`config.mk`:
```
export PLATFORM = sky130hd
export DESIGN_NAME = sonar_ranger
export DESIGN_NICKNAME = d
export VERILOG_FILES = /design/src/rtl/sonar_ranger.sv
export SDC_FILE = /design/constraint.sdc
export NUM_CORES = 1
export LEC_CHECK = 0
export BUFFER_PORTS_ARGS = -buffer_cell sky130_fd_sc_hd__clkbuf_2
export CAP_MARGIN = 20
export CORE_ASPECT_RATIO = 0.75
export CORE_UTILIZATION = 30
export CTS_CLUSTER_SIZE = 25
export DETAILED_ROUTE_END_ITERATION = 6
export PLACE_DENSITY = 0.5
export SLEW_MARGIN = 0
export SYNTH_ARGS = -nofsm -noshare
export SYNTH_HDL_FRONTEND = slang
export SYNTH_SLANG_ARGS = --single-unit
export TNS_END_PERCENT = 50
```
`constraint.sdc`:
```
create_clock -name clk -period 2.6 [get_ports clk]
set_clock_uncertainty 0.15 [all_clocks]
set_input_delay 0.52 -clock clk [delete_from_list [all_inputs] [get_ports clk]]
set_output_delay 0.52 -clock clk [all_outputs]
set_load 0.03 [all_outputs]
```
`src/rtl/sonar_ranger.sv`:
```
// Ultrasonic ranger: periodic HC-SR04 trigger, echo pulse timing and conversion of the
// echo width into a saturating 10-bit display position (MAX_POS must not exceed 1023).
module sonar_ranger #(
    parameter int unsigned TRIG_CYCLES     = 500,
    parameter int unsigned PERIOD_CYCLES   = 3000000,
    parameter int unsigned ECHO_TIMEOUT    = 1250000,
    parameter int unsigned CYCLES_PER_STEP = 1813,
    parameter int unsigned MAX_POS         = 639
) (
    input  logic       clk,
    input  logic       reset_n,
    input  logic       echo,
    output logic       trig,
    output logic [9:0] position,
    output logic       valid,
    output logic       no_echo
);

    localparam int unsigned PRE_W = (CYCLES_PER_STEP > 1) ? $clog2(CYCLES_PER_STEP) : 1;
    localparam int unsigned TMO_W = (ECHO_TIMEOUT > 1) ? $clog2(ECHO_TIMEOUT) : 1;
    localparam int unsigned PER_W = (PERIOD_CYCLES > 1) ? $clog2(PERIOD_CYCLES) : 1;

    localparam logic [PRE_W-1:0] PRE_LAST = PRE_W'(CYCLES_PER_STEP - 1);
    localparam logic [TMO_W-1:0] TMO_LAST = TMO_W'(ECHO_TIMEOUT - 1);
    localparam logic [PER_W-1:0] PER_LAST = PER_W'(PERIOD_CYCLES - 1);
    localparam logic [PER_W-1:0] TRIG_END = PER_W'(TRIG_CYCLES);
    localparam logic [9:0]       MAX_P    = 10'(MAX_POS);

    localparam logic [1:0] TRIG_S = 2'd0;
    localparam logic [1:0] WAIT_S = 2'd1;
    localparam logic [1:0] MEAS_S = 2'd2;
    localparam logic [1:0] IDLE_S = 2'd3;

    logic             echo_s1_q, echo_s2_q, echo_s3_q;
    logic [1:0]       state_q, state_d;
    logic [PER_W-1:0] period_cnt_q, period_cnt_d;
    logic [TMO_W-1:0] tmo_cnt_q, tmo_cnt_d;
    logic [PRE_W-1:0] pre_cnt_q, pre_cnt_d, pre_inc;
    logic [9:0]       acc_q, acc_d, acc_inc;
    logic             trig_q, trig_d;
    logic [9:0]       pos_q, pos_d;
    logic             valid_q, valid_d;
    logic             no_echo_q, no_echo_d;
    logic             echo_rise, echo_fall;

    // s1/s2 resynchronise the pin; s3 is only a delay tap for edge detection.
    assign echo_rise = echo_s2_q & ~echo_s3_q;
    assign echo_fall = ~echo_s2_q & echo_s3_q;

    // One prescaler tick; the accumulator advances on wrap and never passes MAX_POS.
    always_comb begin
        pre_inc = pre_cnt_q + 1'b1;
        acc_inc = acc_q;
        if (pre_cnt_q == PRE_LAST) begin
            pre_inc = '0;
            if (acc_q != MAX_P) begin
                acc_inc = acc_q + 10'd1;
            end
        end
    end

    always_comb begin
        state_d      = state_q;
        period_cnt_d = period_cnt_q;
        tmo_cnt_d    = tmo_cnt_q;
        pre_cnt_d    = pre_cnt_q;
        acc_d        = acc_q;
        pos_d        = pos_q;
        valid_d      = 1'b0;
        no_echo_d    = no_echo_q;

        // Saturating at the last count lets an overrunning measurement stretch the period.
        if (period_cnt_q != PER_LAST) begin
            period_cnt_d = period_cnt_q + 1'b1;
        end

        unique case (state_q)
            TRIG_S: begin
                if (period_cnt_q == TRIG_END) begin
                    state_d   = WAIT_S;
                    tmo_cnt_d = '0;
                end
            end
            WAIT_S: begin
                tmo_cnt_d = tmo_cnt_q + 1'b1;
                if (echo_rise) begin
                    state_d   = MEAS_S;
                    tmo_cnt_d = '0;
                    pre_cnt_d = '0;
                    acc_d     = '0;
                end else if (tmo_cnt_q == TMO_LAST) begin
                    state_d   = IDLE_S;
                    no_echo_d = 1'b1;
                end
            end
            MEAS_S: begin
                tmo_cnt_d = tmo_cnt_q + 1'b1;
                pre_cnt_d = pre_inc;
                acc_d     = acc_inc;
                if (echo_fall) begin
                    state_d   = IDLE_S;
                    pos_d     = acc_inc;
                    valid_d   = 1'b1;
                    no_echo_d = 1'b0;
                end else if (tmo_cnt_q == TMO_LAST) begin
                    // Echo stuck high: report the far edge.
                    state_d   = IDLE_S;
                    pos_d     = MAX_P;
                    valid_d   = 1'b1;
                    no_echo_d = 1'b0;
                end
            end
            IDLE_S: begin
                if (period_cnt_q == PER_LAST) begin
                    state_d      = TRIG_S;
                    period_cnt_d = '0;
                end
            end
        endcase

        trig_d = (state_q == TRIG_S) && (period_cnt_q != TRIG_END);
    end

    always_ff @(posedge clk or negedge reset_n) begin
        if (!reset_n) begin
            echo_s1_q    <= 1'b0;
            echo_s2_q    <= 1'b0;
            echo_s3_q    <= 1'b0;
            state_q      <= TRIG_S;
            period_cnt_q <= '0;
            tmo_cnt_q    <= '0;
            pre_cnt_q    <= '0;
            acc_q        <= '0;
            trig_q       <= 1'b0;
            pos_q        <= '0;
            valid_q      <= 1'b0;
            no_echo_q    <= 1'b0;
        end else begin
            echo_s1_q    <= echo;
            echo_s2_q    <= echo_s1_q;
            echo_s3_q    <= echo_s2_q;
            state_q      <= state_d;
            period_cnt_q <= period_cnt_d;
            tmo_cnt_q    <= tmo_cnt_d;
            pre_cnt_q    <= pre_cnt_d;
            acc_q        <= acc_d;
            trig_q       <= trig_d;
            pos_q        <= pos_d;
            valid_q      <= valid_d;
            no_echo_q    <= no_echo_d;
        end
    end

    assign trig     = trig_q;
    assign position = pos_q;
    assign valid    = valid_q;
    assign no_echo  = no_echo_q;

endmodule

```
[After elaboration in Yosys (flattened, before gate mapping)]
Cells that the tools add are included.
Storage, ports and cells
  flip-flop bits (word level): 82
  input bits: 3
Operators by class
  multiplexer cells: 29
  bitwise gates (word level): 4
  reduce and logical (&&, ||, !) cells: 10
  equality and inequality tests: 16
  add/sub/neg operators: 4
Operators by type and width (number)
  2-to-1 mux 22 bit: 3
  case mux 21 bit (3 select lines): 1
  2-to-1 mux 10 bit: 5
  2-to-1 mux 21 bit: 2
  adder 22 x 1 -> 22 bit (second input constant): 1
  == test 22 bit (second input constant): 1
  == test 22 x 9 -> 1 bit (second input constant): 1
  2-to-1 mux 11 bit: 2
  inequality test 22 bit (second input constant): 1
  inequality test 22 x 9 -> 1 bit (second input constant): 1
  case mux 11 bit (2 select lines): 1
  adder 21 x 1 -> 21 bit (second input constant): 1
  == test 21 bit (second input constant): 1
  case mux 10 bit (2 select lines): 1
  adder 11 x 1 -> 11 bit (second input constant): 1
  == test 11 bit (second input constant): 1
  adder 10 x 1 -> 10 bit (second input constant): 1
  2-to-1 mux 2 bit: 5
  inequality test 10 bit (second input constant): 1
  inequality test 2 bit (second input constant): 5
  case mux 2 bit (4 select lines): 1
  AND reduction 2 bit: 4
  2-to-1 mux 1 bit: 7
  == test 2 bit (second input constant): 2
  10 further kinds: 13

[Longest topological paths before layout]
Gate-level depths: netlist of run 1.
  word-level depth: 4
  gate-level depth with buffers: 9
  mapped depth without buffers: 7

[Least setup slack after synthesis of run 1]
Ideal clock, no wire load.
  kind: flip-flop to flip-flop
  start point: register period_cnt_q[12]
  end point: register state_q[0]
  arrival time: 2472 ps
  path buffers: 1
  period minus slack after synthesis: 2745 ps
  setup time: 123 ps
  setup slack: -145 ps
  stages on the path, launching flop included: 7
  cell sequence: dfrtp_1 > or4_4 > or4_4 > or3_1 > buf_2 > a2111o_1 > o221a_2
On the way
  word-level cells in the longest chain between the ends: 3
  elaborated cells between the ends (all ways): 5
  classes of those cells: 4 x eq/ne; 1 x reduce/logical
RTL lines
  start, declared: line 36  | logic [PER_W-1:0] period_cnt_q, period_cnt_d;
  start signal, assigned: line 143  | period_cnt_q <= period_cnt_d;
  == test 22 bit / == test 22 x 9 -> 1 bit (equally long branches): line 114, 79
  inequality test 2 bit (no source line)
  AND reduction 2 bit (no source line) (*)
  end signal, assigned: line 142  | state_q <= state_d;
  end, declared: line 35  | logic [1:0] state_q, state_d;
Mark *: on every way between the ends. The rest lies on a longest branch, timed or not.
A chain may end at the register's enable or synchronous reset.

[Worst setup path in the final report of run 1]
  start point: register period_cnt_q[20]
  end point: register state_q[0]
Same word-level chain as after synthesis.

==> impl_metrics.csv, run 1 <==
group,metric,value,unit
drt,vias,3729,
run_status,violations,"design-rule violations",
worst_setup_path,slowest_delay,0.54,ns
floorplanning,ioPinCount,16,
synthesis,ys_seq_area_share,46.2,%
timing,max_freq,397,MHz
finish,diodes,0,
placed_design,detailedPlacementHpwl,7.57,mm
hold_path,worstHoldStart,"echo",
timing,hold_violations,0,
worst_setup_path,rrSetupSlack,0.08,ns
synthesis,synth_ff_type,"dfrtp_1",
clock_network,clk_pin_slew_worst_paths,0.07,ns
pwr,vdd_ir_drop_max,224,µV
timing,rsz0062_at_grt,"no",
worst_setup_path,critPathMaxFanout,4,
pwr,p_leak,0.00223,µW
timing,slew_headroom,54.2,%
drt,drt_wl_total,10.7,mm
worst_setup_path,critPathSlowestCell,"or4_4",
floorplanning,num_rows,38,
synthesis,synth_top_cell_by_area,"dfrtp_1",
clock_network,cts_tree,"yes",
floorplanning,die_h,107,µm
floorplanning,fp.dieW,143,µm
synthesis,synth_common_cells,"82 x dfrtp_1, 43 x nand2_1, 31 x o21ai_0",
hold_path,hp-class,"in -> reg",
worst_setup_path,endpoint_kind,"register",
worst_setup_path,crit_type,"reg -> reg",
clock_network,cts_buffers,9,
drt,post_drt_via_cell_ratio,5.13,
grt,grt_use_total,15.3,%
synthesis,synthTopCellsByArea,"dfrtp_1 46%, ha_1 3.7%, nand2_1 3.6%",
placed_design,pre_cts_ws,0.0276,ns
drt,firstDrtPassIters,7,
drt,wl_per_cell,14.7,µm
synthesis,syn_inst,476,
placed_design,finalWeightedCongestion,0.819,
floorplanning,dieArea,15300,µm²
run_status,status,"finished, violations left",
finish,n_fill_cell,1481,
worst_setup_path,crit_chain,"or4_4, or4_4, or3_4, a2111o_1, o221a_2",
worst_setup_path,worstPathArrival,2.61,ns
job,maxCapViolations,0,
worst_setup_path,crit_required,2.69,ns
grt,grt_overflow_total,0,
grt,grt_max_degree,39,
worst_setup_path,cp_top_family,"simple AND/OR/NAND/NOR gates",
synthesis,yosys.cell_types.count,57,
grt,grt_pass1_wl,18.2,mm
worst_setup_path,cp.buffers_inverters,0,
finish,area_delta_synth_final,20.4,%
floorplanning,start_util,30.7,%
finish,drive_gt1_share,14.8,%
drt,drc,2,
finish,fin_nets,538,
clock_network,clock_latency,0.35,ns
synthesis,synth.avg_cell_area,9.33,µm²
clock_network,cts.sinks,82,
worst_setup_path,cpMostUsedCell,"or4_4",
synthesis,synth-edff-count,0,
timing,slew_violations,0,
synthesis,synth_top_area_share,46.2,%
timing,final.setup.tns,0,ns
synthesis,synth.most_common_cell,"dfrtp_1",
clock_network,cts-root-buf,"clkbuf_16",
grt,grt_pass1_vias,3594,
pwr,powerDensity,494,nW/µm²
worst_setup_path,worst_r2r_startpoint,"period_cnt_q[20]",
grt,antenna_found_initial,0,
clock_network,cts.path.max_buffers,2,
timing,tightest_slew,0.678,ns
synthesis,synth_fp_nets,492,
worst_setup_path,crit_start,"period_cnt_q[20]",
synthesis,yosys_warnings,0,
timing,finalWorstSetupSlack,0.0787,ns
synthesis,synthArstFlopShare,100,%
timing,fin_crit,2.52,ns
drt,ant_nets,0,
timing,finalSetupViolations,0,
timing,finalCritPeriodShare,97.0,%
synthesis,synth_area,4440,µm²
clock_network,htreeDepth,3,
placed_design,numPortBuffers,15,
worst_setup_path,startpoint_type,"register",
synthesis,ys_ff_latch,82,
floorplanning,core_area,14500,µm²
drt,initialDrtViolationCount,272,
finish,postLayoutCoreUtil,37.0,%
[cells in the final DEF, fill, tap and decap left out, drive strengths merged, types with 9 or more instances in the layout]
cell / n
nor4: 9
xnor2: 13
buf: 33
inv: 25
nand4: 9
nor2: 27
dfrtp: 82
o31ai: 11
ha: 13
xor2: 10
nor3: 18
a21oi: 28
nand3: 27
nand2: 43
clkbuf: 27
or4: 16
a31oi: 12
o21ai: 31
[cell type report]
class	count	area [µm²]	area share, %
multi-input cells	357	2300	43.0
clock buffers	13	260	4.86
clock inverters	3	46.3	0.865
inverters	24	90.1	1.68
well taps	200	250	4.68
flip-flops and latches	82	2050	38.4
repair buffers	48	353	6.59
[power by group]
| group | switching, µW | total [µW] | internal (µW) |
|---|---|---|---|
| Sequential | 2.07 | 1280 | 1280 |
| Clock | 524 | 1320 | 801 |
| Combinational | 28.0 | 36.3 | 8.35 |
[through the flow]
| step | total power (µW) | hold WS [ns] | cell area (µm²) | instances |
|---|---|---|---|---|
| 2_1_floorplan | 1310 | 0.0744 | 4440 | 476 |
| 3_3_place_gp | 1340 | 0.190 | 4980 | 710 |
| 3_5_place_dp | 1340 | 0.191 | 4980 | 710 |
| 4_1_cts | 2680 | 0.131 | 5310 | 727 |
| 5_1_grt | 2740 | 0.137 | 5350 | 727 |
| 6_report | 2640 | 0.140 | 5350 | 727 |
[timing repair]
| action | 4_1_cts | 5_1_grt |
|---|---|---|
| setup endpoints to repair | 3 | 18 |
| cloned | 0 | 0 |
| resized for setup | 1 | 8 |
| setup buffers | 0 | 0 |
| hold buffers | 1 | 0 |
| hold endpoints to repair | 24 | 0 |
[kinds of logic after synthesis]
kind of cell | after synthesis | synth area share, %
AOI/OAI and AO/OA | 120 | 17.3
xor gates and xnor gates | 23 | 4.53
adders and majority gates | 13 | 3.66
buffers and inverters | 37 | 3.18
DFF | 82 | 46.2
muxes | 7 | 1.61
and+or+nand+nor | 194 | 23.5
[state kept, by name (all words and copies together) (netlist names)]
| signal | cells |
|---|---|
| echo_s1_q | 1 |
| valid | 1 |
| period_cnt_q | 22 |
| echo_s3_q | 1 |
| no_echo | 1 |
| echo_s2_q | 1 |
| pre_cnt_q | 11 |
| state_q | 2 |
| trig | 1 |
| acc_q | 10 |
| position | 10 |
| tmo_cnt_q | 21 |
[worst paths after layout]
| path | end | cells after the start |
|---|---|---|
| min reg2reg | echo_s2_q | 0 |
| min | echo_s1_q | 1 |
| min in group asynchronous | position[1] | 2 |
| max in group asynchronous | tmo_cnt_q[19] | 3 |
| max | state_q[0] | 5 |
| max reg2reg | state_q[0] | 5 |
[routing by layer]
metal  global-route usage, %  vias up  share of wire, %
met1                    22.0     1806                52
met3                    3.69        9               3.9
met5                       0        -                 0
met4                    5.38        0              0.95
li1                        -     1855                 -
met2                    22.0       59                43
Power figures use the tool's default switching activity.
==> run 2: changes to the inputs <==
--- a/config.mk
+++ b/config.mk
@@ -5,6 +5,7 @@
 export SDC_FILE = /design/constraint.sdc
 export NUM_CORES = 1
 export LEC_CHECK = 0
+export ABC_CLOCK_PERIOD_IN_PS = 2300
 export BUFFER_PORTS_ARGS = -buffer_cell sky130_fd_sc_hd__clkbuf_2
 export CAP_MARGIN = 20
 export CORE_ASPECT_RATIO = 0.75
@@ -12,6 +13,7 @@
 export CTS_CLUSTER_SIZE = 25
 export DETAILED_ROUTE_END_ITERATION = 6
 export PLACE_DENSITY = 0.5
+export RECOVER_POWER = 50
 export SLEW_MARGIN = 0
 export SYNTH_ARGS = -nofsm -noshare
 export SYNTH_HDL_FRONTEND = slang
==> constraint.sdc (replaced) <==
create_clock -name clk -period 2.3 [get_ports clk]
set_clock_uncertainty 0.15 [all_clocks]
set_input_delay 0.46 -clock clk [delete_from_list [all_inputs] [get_ports clk]]
set_output_delay 0.46 -clock clk [all_outputs]
set_load 0.03 [all_outputs]
==> run 2 against run 1 <==
Net effect:
- the flow finishes with violations (design-rule violations, negative setup slack)
- worst setup slack got worse by 0.23 ns
- worst hold slack lost 0.063 ns
- routed wire length grew 6.3%
- core utilization rose by 5.1 points
- fmax grew 2.7%
==> impl_metrics.csv, run 2 (synthesis results as in run 1) <==
group,metric,value,unit
grt,grt_pass1_wl,18.1,mm
timing,fin_crit,2.45,ns
drt,vias,3938,
worst_setup_path,cp.buffers_inverters,0,
finish,fin_nets,588,
floorplanning,num_rows,38,
finish,largest_reg_flops,22,
clock_network,clk_pin_slew_worst_paths,0.06,ns
drt,wl_per_cell,14.7,µm
run_status,violations,"design-rule violations, negative setup slack",
run_status,status,"finished, violations left",
pwr,p_leak,0.00260,µW
pwr,powerDensity,485,nW/µm²
drt,drt_wl_total,11.4,mm
grt,antenna_found_initial,0,
floorplanning,start_util,30.7,%
finish,final_cell_mix,"82 x dfrtp_1, 68 x buf_4, 43 x nand2_1",
job,maxCapViolations,0,
worst_setup_path,endpoint_kind,"register",
placed_design,finalWeightedCongestion,0.818,
worst_setup_path,cp_top_family,"simple AND/OR/NAND/NOR gates",
finish,diodes,0,
finish,top_register,"period_cnt_q",
worst_setup_path,cpMostUsedCell,"or4_4",
finish,top_regs,"period_cnt_q: 22 flops, tmo_cnt_q: 21 flops, pre_cnt_q: 11 flops",
pwr,p_total,2950,µW
timing,finalCritPeriodShare,107,%
floorplanning,dieArea,15300,µm²
clock_network,clock_latency,0.34,ns
hold_path,whs_endpoint,"echo_s1_q",
timing,slew_violations,0,
timing,rsz0062_at_grt,"yes",
grt,grt_overflow_total,0,
grt,grt_use_total,15.0,%
placed_design,numPortBuffers,15,
worst_setup_path,critPathSlowestCell,"or4_4",
drt,initialDrtViolationCount,236,
floorplanning,die_h,107,µm
worst_setup_path,rrSetupSlack,-0.15,ns
hold_path,worstHoldStart,"echo",
worst_setup_path,r2r-end,"state_q[0]",
timing,max_freq,407,MHz
pwr,vdd_ir_drop_max,263,µV
grt,grt_max_degree,35,
drt,firstDrtPassIters,6,
timing,finalWorstSetupSlack,-0.155,ns
finish,drive_gt1_share,30.8,%
worst_setup_path,crit_type,"reg -> reg",
worst_setup_path,worstPathArrival,2.54,ns
worst_setup_path,crit_required,2.38,ns
placed_design,detailedPlacementHpwl,7.80,mm
clock_network,cts-root-buf,"clkbuf_16",
worst_setup_path,critPathMaxFanout,2,
timing,slew_headroom,19.5,%
timing,hold_ws,0.0763,ns
grt,grt_pass1_vias,3667,
timing,hold_violations,0,
worst_setup_path,crit_chain,"or4_4, or4_4, or3_4, a2111o_1, o221a_2",
finish,layout_commonest_cell,"dfrtp_1",
hold_path,hold_path_depth,1,
timing,tightest_slew,1.21,ns
hold_path,hp-class,"in -> reg",
worst_setup_path,slowest_delay,0.55,ns
floorplanning,fp.dieW,143,µm
clock_network,cts.sinks,82,
timing,finalSetupViolations,14,
clock_network,htreeDepth,3,
drt,post_drt_via_cell_ratio,5.07,
worst_setup_path,startpoint_type,"register",
floorplanning,core_area,14500,µm²
finish,area_delta_synth_final,37.1,%
worst_setup_path,r2r_cells,5,
floorplanning,ioPinCount,16,
worst_setup_path,worst_r2r_startpoint,"period_cnt_q[13]",
clock_network,cts_buffers,9,
clock_network,cts.path.max_buffers,2,
clock_network,cts_tree,"yes",
drt,ant_nets,0,
drt,drc,1,
-- run 2: report_power, final --
part	switching [µW]	internal, µW	total (µW)
Sequential	2.29	1440	1450
Clock	597	868	1460
Combinational	31.6	7.96	39.6
-- run 2: routing by layer --
layer  track usage (%)  routed length, µm  vias to the layer above
li1                  -                  -                     1956
met1              21.6               5830                     1921
met2              22.5               5200                       52
met3              3.47                276                        9
met4              3.76                 82                        0
met5                 0                  0                        -
-- run 2: cell type report --
cell class	instances	area [µm²]
fillers	1428	8360
multi-input cells	358	2640
flip-flops and latches	82	2050
repair buffers	97	767
clock buffers	11	243
clock inverters	5	53.8
well taps	200	250
inverters	24	90.1
-- run 2: metrics by stage --
step	util [%]	instance area, µm²	instances	TNS [ns]	setup slack, ns
after global placement	36.6	5300	749	-3.22	-0.234
after CTS	39.6	5720	767	-1.82	-0.165
after global routing	42.1	6090	777	-2.01	-0.198
after detailed placement	36.6	5300	749	-4.56	-0.302
after floorplan	-	4460	476	-2.77	-0.237
final	42.1	6090	777	-0.627	-0.155
-- run 2: repair_timing --
| action | in CTS | in global routing |
|---|---|---|
| endpoints found under the hold margin | 19 | 0 |
| hold buffers | 1 | 0 |
| cloned | 0 | 2 |
| setup buffers | 1 | 8 |
| pin swaps | 2 | 23 |
| gates resized for setup | 24 | 64 |
| endpoints found under the setup margin | 49 | 57 |
-- run 2: worst max-delay path by stage --
stage	start	to	slack [ns]	cells after the start
4_1_cts	period_cnt_q[20]	state_q[0]	-0.17	5
5_1_grt	period_cnt_q[13]	state_q[0]	-0.20	5
3_5_place_dp	period_cnt_q[20]	tmo_cnt_q[16]	-0.30	6
3_3_place_gp	period_cnt_q[20]	tmo_cnt_q[17]	-0.23	6
6_report	period_cnt_q[13]	state_q[0]	-0.15	5
2_1_floorplan	period_cnt_q[20]	tmo_cnt_q[19]	-0.24	6
==> run 3: changes to the inputs <==
--- a/config.mk
+++ b/config.mk
@@ -5,6 +5,7 @@
 export SDC_FILE = /design/constraint.sdc
 export NUM_CORES = 1
 export LEC_CHECK = 0
+export ABC_AREA = 1
 export ABC_CLOCK_PERIOD_IN_PS = 2300
 export BUFFER_PORTS_ARGS = -buffer_cell sky130_fd_sc_hd__clkbuf_2
 export CAP_MARGIN = 20
==> run 3 against run 2 <==
Net effect:
- the flow now finishes without violations
- power fell by 0.35%
- clock power hardly changed
- fmax up 14%
- core utilization decreased by 6.4 points
- worst hold slack about the same
- worst setup slack improved by 0.30 ns
- global-route usage is 0.49 points higher
- first-iteration DRC count is 8.9% higher
- final cell count up 15%
- critical path depth rose by 3
- via count increased by 8.2%
- critical endpoint is now tmo_cnt_q[20]
==> impl_metrics.csv, run 3 <==
group,metric,value,unit
finish,area_delta_synth_final,14.3,%
floorplanning,core_area,15500,µm²
finish,drive_gt1_share,10.8,%
synthesis,yosys_warnings,0,
clock_network,htreeDepth,3,
clock_network,clk_pin_slew_worst_paths,0.06,ns
drt,ant_nets,0,
placed_design,placed_cells,880,
drt,drc,0,
worst_setup_path,critPathSlowestCell,"dfrtp_1",
synthesis,synthTopCellsByArea,"dfrtp_1 42%, nand2_1 11%, nor2_1 7.0%",
drt,initialDrtViolationCount,257,
timing,slew_violations,0,
pwr,p_leak,0.00259,µW
run_status,status,"completed",
finish,fin_nets,703,
worst_setup_path,slowest_delay,0.41,ns
job,maxCapViolations,0,
timing,tightest_slew,0.689,ns
synthesis,synth.most_common_cell,"nand2_1",
grt,grt_pass1_vias,4226,
grt,antenna_found_initial,0,
finish,n_fill_cell,1653,
drt,post_drt_via_cell_ratio,4.75,
synthesis,yosys.cell_types.count,38,
floorplanning,die_h,112,µm
placed_design,detailedPlacementHpwl,8.67,mm
synthesis,ys_ff_latch,82,
worst_setup_path,startpoint_type,"register",
synthesis,synth_top_cell_by_area,"dfrtp_1",
worst_setup_path,endpoint_kind,"register",
hold_path,hp-class,"in -> reg",
clock_network,cts-root-buf,"clkbuf_16",
drt,wl_per_cell,13.0,µm
synthesis,synth_fp_nets,673,
drt,firstDrtPassIters,5,
floorplanning,num_rows,39,
timing,slew_headroom,54.1,%
worst_setup_path,cpMostUsedCell,"nand3_1",
clock_network,cts_tree,"yes",
timing,finalSetupViolations,0,
floorplanning,ioPinCount,16,
timing,hold_violations,0,
drt,vias,4262,
timing,final.setup.tns,0,ns
synthesis,synth_common_cells,"145 x nand2_1, 90 x nor2_1, 86 x inv_1",
finish,layout_commonest_cell,"nand2_1",
synthesis,ys_seq_area_share,42.2,%
finish,largest_reg_flops,22,
worst_setup_path,worstPathArrival,2.23,ns
drt,drt_wl_total,11.7,mm
worst_setup_path,crit_type,"reg -> reg",
clock_network,clock_latency,0.34,ns
clock_network,cts_buffers,9,
timing,rsz0062_at_grt,"no",
finish,multi_input_area,2410,µm²
worst_setup_path,crit_required,2.38,ns
finish,top_regs,"period_cnt_q: 22 flops, tmo_cnt_q: 21 flops, pre_cnt_q: 11 flops",
grt,grt_max_degree,58,
floorplanning,dieArea,16700,µm²
pwr,vdd_ir_drop_max,270,µV
finish,final_cells,897,
timing,hold_ws,0.0758,ns
synthesis,synth_area,4860,µm²
clock_network,cts.sinks,82,
synthesis,synth_top_area_share,42.2,%
grt,grt_use_total,15.5,%
worst_setup_path,crit_chain,"ha_1, nand3_1, inv_1, nand2_1, nor3_1, nand3_1, o21ai_1, nor2_1",
finish,top_register,"period_cnt_q",
finish,diodes,0,
timing,max_freq,465,MHz
floorplanning,start_util,31.3,%
clock_network,post_cts_buffers,0,
pwr,powerDensity,530,nW/µm²
floorplanning,fp.dieW,149,µm
placed_design,numPortBuffers,15,
synthesis,synth.avg_cell_area,7.39,µm²
timing,fin_crit,2.15,ns
timing,finalCritPeriodShare,93.5,%
grt,grt_pass1_wl,20.5,mm
clock_network,cts.path.max_buffers,2,
finish,ff_latch_area,2050,µm²
grt,grt_overflow_total,0,
synthesis,syn_inst,657,
synthesis,synth-edff-count,0,
synthesis,synth_ff_type,"dfrtp_1",
pwr,p_total,2940,µW
placed_design,finalWeightedCongestion,0.888,
worst_setup_path,critPathMaxFanout,5,
finish,final_cell_mix,"144 x nand2_1, 89 x nor2_1, 86 x inv_1",
synthesis,synthArstFlopShare,100,%
## run 3: cell count changes in the layout (fill, tap and decap cells not counted), moves of 13 or more
cell / change
a21oi_1: +13
buf_4: -57
inv_1: +62
nand2_1: +101
nand3_1: +36
nand4_1: +17
nor2_1: +65
## run 3: routing by layer
layer / vias to the layer above / share of wire, % / track usage (%)
met4: 0 / 1.5 / 5.44
li1: 2202 / - / -
met5: - / 0 / 0
met3: 15 / 4.0 / 3.82
met2: 74 / 41 / 22.0
met1: 1971 / 53 / 22.7
## run 3: where the power goes
| group | internal [µW] | switching (µW) |
|---|---|---|
| clock | 867 | 588 |
| sequential | 1450 | 1.09 |
| combinational | 6.76 | 32.9 |
| total | 2320 | 622 |
## run 3: through the flow
stage                     setup WS (ns)  instance area [µm²]  utilization (%)
after floorplan                   0.541                 4860                -
after global placement            0.137                 5240             33.7
after detailed placement         0.0615                 5240             33.7
after CTS                        0.0421                 5540             35.7
after global routing             0.0190                 5550             35.8
final                             0.149                 5550             35.8
## run 3: worst paths after layout
check | from | endpoint | slack (ns) | depth (start not counted)
worst min register to register | echo_s1_q | echo_s2_q | 0.20 | 0
worst min-delay path | echo | echo_s1_q | 0.08 | 1
min in group asynchronous | reset_n | period_cnt_q[19] | 0.54 | 2
max in group asynchronous | reset_n | tmo_cnt_q[13] | 0.70 | 3
worst max-delay path | tmo_cnt_q[0] | tmo_cnt_q[20] | 0.15 | 8
worst max register to register | tmo_cnt_q[0] | tmo_cnt_q[20] | 0.15 | 8
## run 3: final cells by class
class | instances | area share, %
clock buffers | 11 | 4.37
clock inverters | 5 | 0.969
inverters | 95 | 6.42
multi-input cells | 471 | 43.3
flip-flops and latches | 82 | 37.0
well taps | 205 | 4.62
repair buffers | 28 | 3.33
## run 3: cell families after synthesis
group / synth area share, %
adder cells (fa/ha/maj): 3.35
XOR/XNOR: 3.25
AND/OR/NAND/NOR: 33.4
buffers and inverters: 8.53
AO/OA/AOI/OAI: 9.20
flip-flops: 42.2
## run 3: timing repair
item,4_1_cts,5_1_grt
endpoints found under the hold margin,25,0
resized for setup,0,6
setup endpoints to repair,0,25
hold buffers,1,0
## run 3: worst max-delay path: cells and delay by family, from the launching register on
kind / cells / cell delay [ns]
AOI/OAI and AO/OA: 1 / 0.15
DFF: 1 / 0.41
buffers and inverters: 1 / 0.17
adders and majority gates: 1 / 0.21
and+or+nand+nor: 5 / 0.96
